`config.mk`:
```
export PLATFORM = sky130hd
export DESIGN_NAME = sys_bus_master_flat
export DESIGN_NICKNAME = d
export VERILOG_FILES = /design/src/rtl/sys_bus_if.sv /design/src/rtl/sys_bus_master.sv /design/src/flat_wrapper.sv
export SDC_FILE = /design/constraint.sdc
export NUM_CORES = 1
export LEC_CHECK = 0
export CORE_AREA = 8 8 110 112
export DETAILED_ROUTE_END_ITERATION = 12
export DIE_AREA = 0 0 118 120
export PLACE_DENSITY = 0.77
export SLEW_MARGIN = 20
export SYNTH_ARGS = -nofsm -noshare
export SYNTH_HDL_FRONTEND = slang
export SYNTH_SLANG_ARGS = --single-unit
```
`constraint.sdc`:
```
create_clock -name clk -period 2.3 [get_ports clk]
set_clock_uncertainty 0.1 [all_clocks]
set_input_delay 0.69 -clock clk [delete_from_list [all_inputs] [get_ports clk]]
set_output_delay 0.69 -clock clk [all_outputs]
set_load 0.03 [all_outputs]
```
`src/rtl/sys_bus_if.sv`:
```
// Request/response handshake plus the AL/DL bus strobes between the initiator and the system.
interface sys_bus_if #(
    parameter int ADDR_W = 8,
    parameter int DATA_W = 32
);
    logic              req_valid;
    logic              req_ready;
    logic              req_write;
    logic [ADDR_W-1:0] req_addr;
    logic [DATA_W-1:0] req_wdata;
    logic              resp_valid;
    logic              resp_write;
    logic [DATA_W-1:0] resp_rdata;
    logic              bus_ale;
    logic              bus_read;
    logic              bus_write;
    logic [ADDR_W-1:0] bus_addr_out;
    logic [DATA_W-1:0] bus_data_out;
    logic [DATA_W-1:0] bus_data_in;

    modport master (
        input  req_valid, req_write, req_addr, req_wdata, bus_data_in,
        output req_ready, resp_valid, resp_write, resp_rdata,
               bus_ale, bus_read, bus_write, bus_addr_out, bus_data_out
    );

    modport slave (
        output req_valid, req_write, req_addr, req_wdata, bus_data_in,
        input  req_ready, resp_valid, resp_write, resp_rdata,
               bus_ale, bus_read, bus_write, bus_addr_out, bus_data_out
    );
endinterface

```
`src/rtl/sys_bus_master.sv`:
```
// System bus initiator: one request at a time, ALE phase then write or multi-cycle read,
// single-cycle response. Every output is a register.
module sys_bus_master #(
    parameter int ADDR_W     = 8,
    parameter int DATA_W     = 32,
    parameter int RD_LATENCY = 2,   // legal 2..15
    parameter int CNT_W      = 16
) (
    input  logic             clk,
    input  logic             rst,
    sys_bus_if.master        bus,
    output logic             busy,
    output logic [CNT_W-1:0] txn_count
);
    localparam int RCNT_W = 4;
    localparam logic [RCNT_W-1:0] RD_LOAD = RCNT_W'(RD_LATENCY - 1);

    typedef enum logic [2:0] {S_IDLE, S_ALE, S_WR, S_RD, S_DONE} state_e;

    state_e              state_q, state_d;
    logic [ADDR_W-1:0]   addr_q, addr_d;
    logic [DATA_W-1:0]   wdata_q, wdata_d;
    logic                write_q, write_d;
    logic [RCNT_W-1:0]   rd_cnt_q, rd_cnt_d;
    logic [CNT_W-1:0]    txn_q, txn_d;

    logic                req_ready_q, req_ready_d;
    logic                resp_valid_q, resp_valid_d;
    logic                resp_write_q, resp_write_d;
    logic [DATA_W-1:0]   resp_rdata_q, resp_rdata_d;
    logic                ale_q, ale_d;
    logic                rd_q, rd_d;
    logic                wr_q, wr_d;
    logic [ADDR_W-1:0]   addr_out_q, addr_out_d;
    logic [DATA_W-1:0]   data_out_q, data_out_d;
    logic                busy_q, busy_d;

    // NOTE: sequential state uses non-blocking assignments so every register samples pre-edge values.
    always_ff @(posedge clk) begin
        if (!rst) state_q <= S_IDLE;
        else      state_q <= state_d;
    end

    // NOTE: every always_comb output gets a default first, so no path can infer a latch.
    always_comb begin
        state_d = state_q;
        case (state_q)
            S_IDLE:  if (bus.req_valid) state_d = S_ALE;
            S_ALE:   state_d = write_q ? S_WR : S_RD;
            S_WR:    state_d = S_DONE;
            S_RD:    if (rd_cnt_q == '0) state_d = S_DONE;
            S_DONE:  state_d = S_IDLE;
            default: state_d = S_IDLE;
        endcase
    end

    always_comb begin
        addr_d   = addr_q;
        wdata_d  = wdata_q;
        write_d  = write_q;
        rd_cnt_d = rd_cnt_q;
        txn_d    = txn_q;
        if (state_q == S_IDLE && bus.req_valid) begin
            addr_d  = bus.req_addr;
            wdata_d = bus.req_wdata;
            write_d = bus.req_write;
        end
        if (state_q == S_ALE) rd_cnt_d = RD_LOAD;
        else if (state_q == S_RD && rd_cnt_q != '0) rd_cnt_d = rd_cnt_q - RCNT_W'(1);
        if (state_q == S_DONE) txn_d = txn_q + CNT_W'(1);
    end

    // Outputs are decoded from the next state so the registered strobes line up with the state.
    always_comb begin
        req_ready_d  = (state_d == S_IDLE);
        busy_d       = (state_d != S_IDLE);
        ale_d        = (state_d == S_ALE);
        rd_d         = (state_d == S_RD);
        wr_d         = (state_d == S_WR);
        addr_out_d   = ale_d ? addr_d : '0;
        data_out_d   = wr_d ? wdata_q : '0;
        resp_valid_d = (state_d == S_DONE);
        resp_write_d = resp_valid_d & write_q;
        resp_rdata_d = (state_q == S_RD && state_d == S_DONE) ? bus.bus_data_in : '0;
    end

    always_ff @(posedge clk) begin
        if (!rst) begin
            addr_q       <= '0;
            wdata_q      <= '0;
            write_q      <= 1'b0;
            rd_cnt_q     <= '0;
            txn_q        <= '0;
            req_ready_q  <= 1'b1;
            resp_valid_q <= 1'b0;
            resp_write_q <= 1'b0;
            resp_rdata_q <= '0;
            ale_q        <= 1'b0;
            rd_q         <= 1'b0;
            wr_q         <= 1'b0;
            addr_out_q   <= '0;
            data_out_q   <= '0;
            busy_q       <= 1'b0;
        end else begin
            addr_q       <= addr_d;
            wdata_q      <= wdata_d;
            write_q      <= write_d;
            rd_cnt_q     <= rd_cnt_d;
            txn_q        <= txn_d;
            req_ready_q  <= req_ready_d;
            resp_valid_q <= resp_valid_d;
            resp_write_q <= resp_write_d;
            resp_rdata_q <= resp_rdata_d;
            ale_q        <= ale_d;
            rd_q         <= rd_d;
            wr_q         <= wr_d;
            addr_out_q   <= addr_out_d;
            data_out_q   <= data_out_d;
            busy_q       <= busy_d;
        end
    end

    assign bus.req_ready    = req_ready_q;
    assign bus.resp_valid   = resp_valid_q;
    assign bus.resp_write   = resp_write_q;
    assign bus.resp_rdata   = resp_rdata_q;
    assign bus.bus_ale      = ale_q;
    assign bus.bus_read     = rd_q;
    assign bus.bus_write    = wr_q;
    assign bus.bus_addr_out = addr_out_q;
    assign bus.bus_data_out = data_out_q;
    assign busy             = busy_q;
    assign txn_count        = txn_q;
endmodule

```
`src/flat_wrapper.sv`:
```
// flat-port wrapper written by rule: the top's interface ports become plain ports
module sys_bus_master_flat 
#(
    parameter int ADDR_W     = 8,
    parameter int DATA_W     = 32,
    parameter int RD_LATENCY = 2,                 
    parameter int CNT_W      = 16
)
  (clk, rst, busy, txn_count, bus_req_valid, bus_req_write, bus_req_addr, bus_req_wdata, bus_bus_data_in, bus_req_ready, bus_resp_valid, bus_resp_write, bus_resp_rdata, bus_bus_ale, bus_bus_read, bus_bus_write, bus_bus_addr_out, bus_bus_data_out);
  sys_bus_if #(.ADDR_W(ADDR_W), .DATA_W(DATA_W)) bus_i ();
  input  logic clk;
  input  logic rst;
  output logic busy;
  output logic [CNT_W-1:0] txn_count;
  input wire logic [$bits(bus_i.req_valid)-1:0] bus_req_valid;
  input wire logic [$bits(bus_i.req_write)-1:0] bus_req_write;
  input wire logic [$bits(bus_i.req_addr)-1:0] bus_req_addr;
  input wire logic [$bits(bus_i.req_wdata)-1:0] bus_req_wdata;
  input wire logic [$bits(bus_i.bus_data_in)-1:0] bus_bus_data_in;
  output wire logic [$bits(bus_i.req_ready)-1:0] bus_req_ready;
  output wire logic [$bits(bus_i.resp_valid)-1:0] bus_resp_valid;
  output wire logic [$bits(bus_i.resp_write)-1:0] bus_resp_write;
  output wire logic [$bits(bus_i.resp_rdata)-1:0] bus_resp_rdata;
  output wire logic [$bits(bus_i.bus_ale)-1:0] bus_bus_ale;
  output wire logic [$bits(bus_i.bus_read)-1:0] bus_bus_read;
  output wire logic [$bits(bus_i.bus_write)-1:0] bus_bus_write;
  output wire logic [$bits(bus_i.bus_addr_out)-1:0] bus_bus_addr_out;
  output wire logic [$bits(bus_i.bus_data_out)-1:0] bus_bus_data_out;
  assign bus_i.req_valid = bus_req_valid;
  assign bus_i.req_write = bus_req_write;
  assign bus_i.req_addr = bus_req_addr;
  assign bus_i.req_wdata = bus_req_wdata;
  assign bus_i.bus_data_in = bus_bus_data_in;
  assign bus_req_ready = bus_i.req_ready;
  assign bus_resp_valid = bus_i.resp_valid;
  assign bus_resp_write = bus_i.resp_write;
  assign bus_resp_rdata = bus_i.resp_rdata;
  assign bus_bus_ale = bus_i.bus_ale;
  assign bus_bus_read = bus_i.bus_read;
  assign bus_bus_write = bus_i.bus_write;
  assign bus_bus_addr_out = bus_i.bus_addr_out;
  assign bus_bus_data_out = bus_i.bus_data_out;
  sys_bus_master #(.ADDR_W(ADDR_W), .DATA_W(DATA_W), .RD_LATENCY(RD_LATENCY), .CNT_W(CNT_W)) u_core (.clk(clk), .rst(rst), .bus(bus_i), .busy(busy), .txn_count(txn_count));
endmodule
```
==> impl_metrics.toml <==
[cts]
htree_levels = 4
cts_buffers = 17
clock_sinks = 135
clockRootBuffer = "clkbuf_8"
insertion_delay_ps = 490
cts_tree = "done"
cts_max_path_buffers = 2
cts_setup_buffers = 0
clkTransAtPathRegs_ps = 60

[yosys]
synth_seq_cells = 135
syn_area_per_cell_um2 = 9.467
yosysUniqueCellTypes = 33
synthCells = 447
synth_edf_count = 0
yosysSeqAreaShare_pct = 63.87
synth_area_mm2 = 0.004232
yosys_warnings = 0
synth_top_cell_by_area = "dfxtp_1"
ys_top_cells_by_area = "dfxtp_1, nand2_1, a21oi_1, nor2_1, and2_1"
synth_top_area_share_pct = 63.87
synthFlopType = "dfxtp_1"
synthTopCellsByCount = "dfxtp_1, nand2_1, nor2_1"
async_flop_share_pct = 0
synth_most_common_cell = "dfxtp_1"
syn_nets = 525

[worst_setup_path]
worst_path_largest_cell_delay_ps = 670
start_kind = "flip-flop"
path_buf_inv = 1
crit_slowest_cell = "clkdlybuf4s50_1"
path_class = "flip-flop to output pin"
crit_family = "buffers and inverters"
cp_max_fo = 1
crit_path_end_kind = "output pin"
crit_required_ps = 1510
crit_arrival_ps = 1460
crit_chain = "clkdlybuf4s50_1"

[sta]
hold_violations = 0
whs_ps = 344.3
relSlewSlack_pct = 60.99
setup_slack_ps = 52.41
finalCriticalPeriod_ps = 2248
min_period_over_period_pct = 97.72
tns_ps = 0
finalSetupViolations = 0
worst_pin_slew_ps = 583.8
slew_viol_final = 0
grt_setup_unrepaired = "no"
clock.fmax_ghz = 0.4449

[cells_and_area]
final_cells = 779
fill_cells = 877
area_growth_pct = 59.73
post-route-util_pct = 64.32
drive_gt1_share_pct = 7.825
post-route-cell-area_mm2 = 0.006759
final_nets = 704
num_antenna_cells = 0

[power]
leakagePower_nw = 3.476
switching_share_pct = 23.71
total_power_mw = 5.509
p_clk_share_pct = 47.7
p_seq_share_pct = 44.2
combPwrFrac_pct = 8.1
peakVddDrop_mv = 0.4713
p_switching_mw = 1.306
power.internal_mw = 4.203
power-per-cell-area_mw_per_mm2 = 815.1

[job]
cap_violations = 0

[floorplanning]
die_w_um = 118
row_count = 38
die-area_mm2 = 0.01416
core_mm2 = 0.01051
die_h_um = 120
start_util_pct = 40.27
num_io_pins = 171

[detailed_routing]
wirelength_mm = 11.14
final_antenna_net_count = 0
vias = 3568
initialDrtViolationCount = 203
dr.pass1.iters = 4
drcViolationCount = 0
drt-vias-per-instance = 4.580
avgRoutedWirePerCell_um = 14.30

[placement]
dpl_cell_area_mm2 = 0.006153
numPortBuffers = 170
dp_cells = 747
dp_hpwl_mm = 8.345
place_congestion = 0.7593
place_ws_ps = 34.33

[global_route]
grt_max_degree = 40
grt_use_total_pct = 15.81
grt_pass1_wl_mm = 18.15
antenna_found_initial = 0
grt_pass1_vias = 3573
overflow = 0

[outcome]
outcome = "finished clean"

[min_path]
min_path_type = "flip-flop to flip-flop"
flip-flops by register name, summed over array words and instances (netlist names):
register and cells:
u_core.busy 1, u_core.bus.bus_read 1, u_core.bus.bus_ale 1, u_core.rd_cnt_q 4
u_core.bus.req_ready 1, u_core.state_q 3, u_core.bus.resp_valid 1, u_core.bus.bus_data_out 32
u_core.txn_count 16, u_core.bus.bus_write 1, u_core.bus.resp_write 1, u_core.write_q 1
u_core.bus.resp_rdata 32, u_core.wdata_q 32, u_core.bus.bus_addr_out 8
cell usage in the layout, fill, tap and decap left out, drive strengths merged:
cell	instances
nor2b	1
clkbuf	18
or4	2
nor4	1
nand2b	3
dlymetal6s2s	37
nand3b	2
a211oi	2
nor3b	2
nor2	57
and4bb	1
clkdlybuf4s50	77
or3	7
ha	2
and2	34
xor2	4
mux2i	1
nand2	83
dlygate4sd2	56
nand3	7
clkinv	1
buf	15
and3	2
nand4	3
a21oi	43
nor4b	1
o31ai	2
inv	15
clkinvlp	4
o21ai	6
and4	2
xnor2	6
bufinv	2
nor3	4
dfxtp	135
or3b	1
cells by family after synthesis:
logic type | Yosys count | synth area share (%)
XOR/XNOR | 10 | 2.070
adder cells (fa/ha/maj) | 2 | 0.5913
multiplexers | 1 | 0.2366
flip-flops | 135 | 63.87
buffers and inverters | 33 | 3.164
AO/OA/AOI/OAI | 53 | 6.505
AND/OR/NAND/NOR | 213 | 23.57
worst paths after layout:
check | from | endpoint | slack, ps | cells past startpoint
min reg2reg | u_core.wdata_q[9] | u_core.bus.bus_data_out[9] | 340 | 2
min | u_core.wdata_q[9] | u_core.bus.bus_data_out[9] | 340 | 2
max | u_core.bus.bus_addr_out[7] | bus_bus_addr_out[7] | 50 | 1
max reg2reg | u_core.rd_cnt_q[0] | u_core.bus.resp_rdata[30] | 310 | 7
power groups by stage:
stage / clock (mW) / sequential [mW] / combinational, mW
after floorplan: 0 / 2.52 / 0.181
after global placement: 0 / 2.48 / 0.449
after detailed placement: 0 / 2.49 / 0.458
after CTS: 2.69 / 2.43 / 0.454
after global routing: 2.80 / 2.44 / 0.489
final: 2.63 / 2.43 / 0.447
layout make-up:
class                   count  area, um^2  area share (%)
multi-input cells         279        1406           20.81
well taps                 140       175.2           2.592
clock inverters            14       165.2           2.444
clock buffers              18       417.9           6.183
flip-flops and latches    135        2703           39.99
inverters                   8       30.03          0.4443
repair buffers            185        1862           27.55
repair_timing:
action                     CTS  global route
setup endpoints to repair   56            37
pin swaps                    0             0
hold buffers                 0             0
gates resized for setup     56            37
per-layer routing:
metal | share of wire (%) | wire, um | GRT usage [%] | up-vias
met5 | 0 | 0 | 0 | -
met4 | 0.21 | 23 | 4.804 | 0
met3 | 7.7 | 859 | 7.468 | 4
met2 | 51 | 5652 | 27.22 | 116
met1 | 41 | 4602 | 17.00 | 1648
li1 | - | - | - | 1800
(Power assumes the default switching activity.)
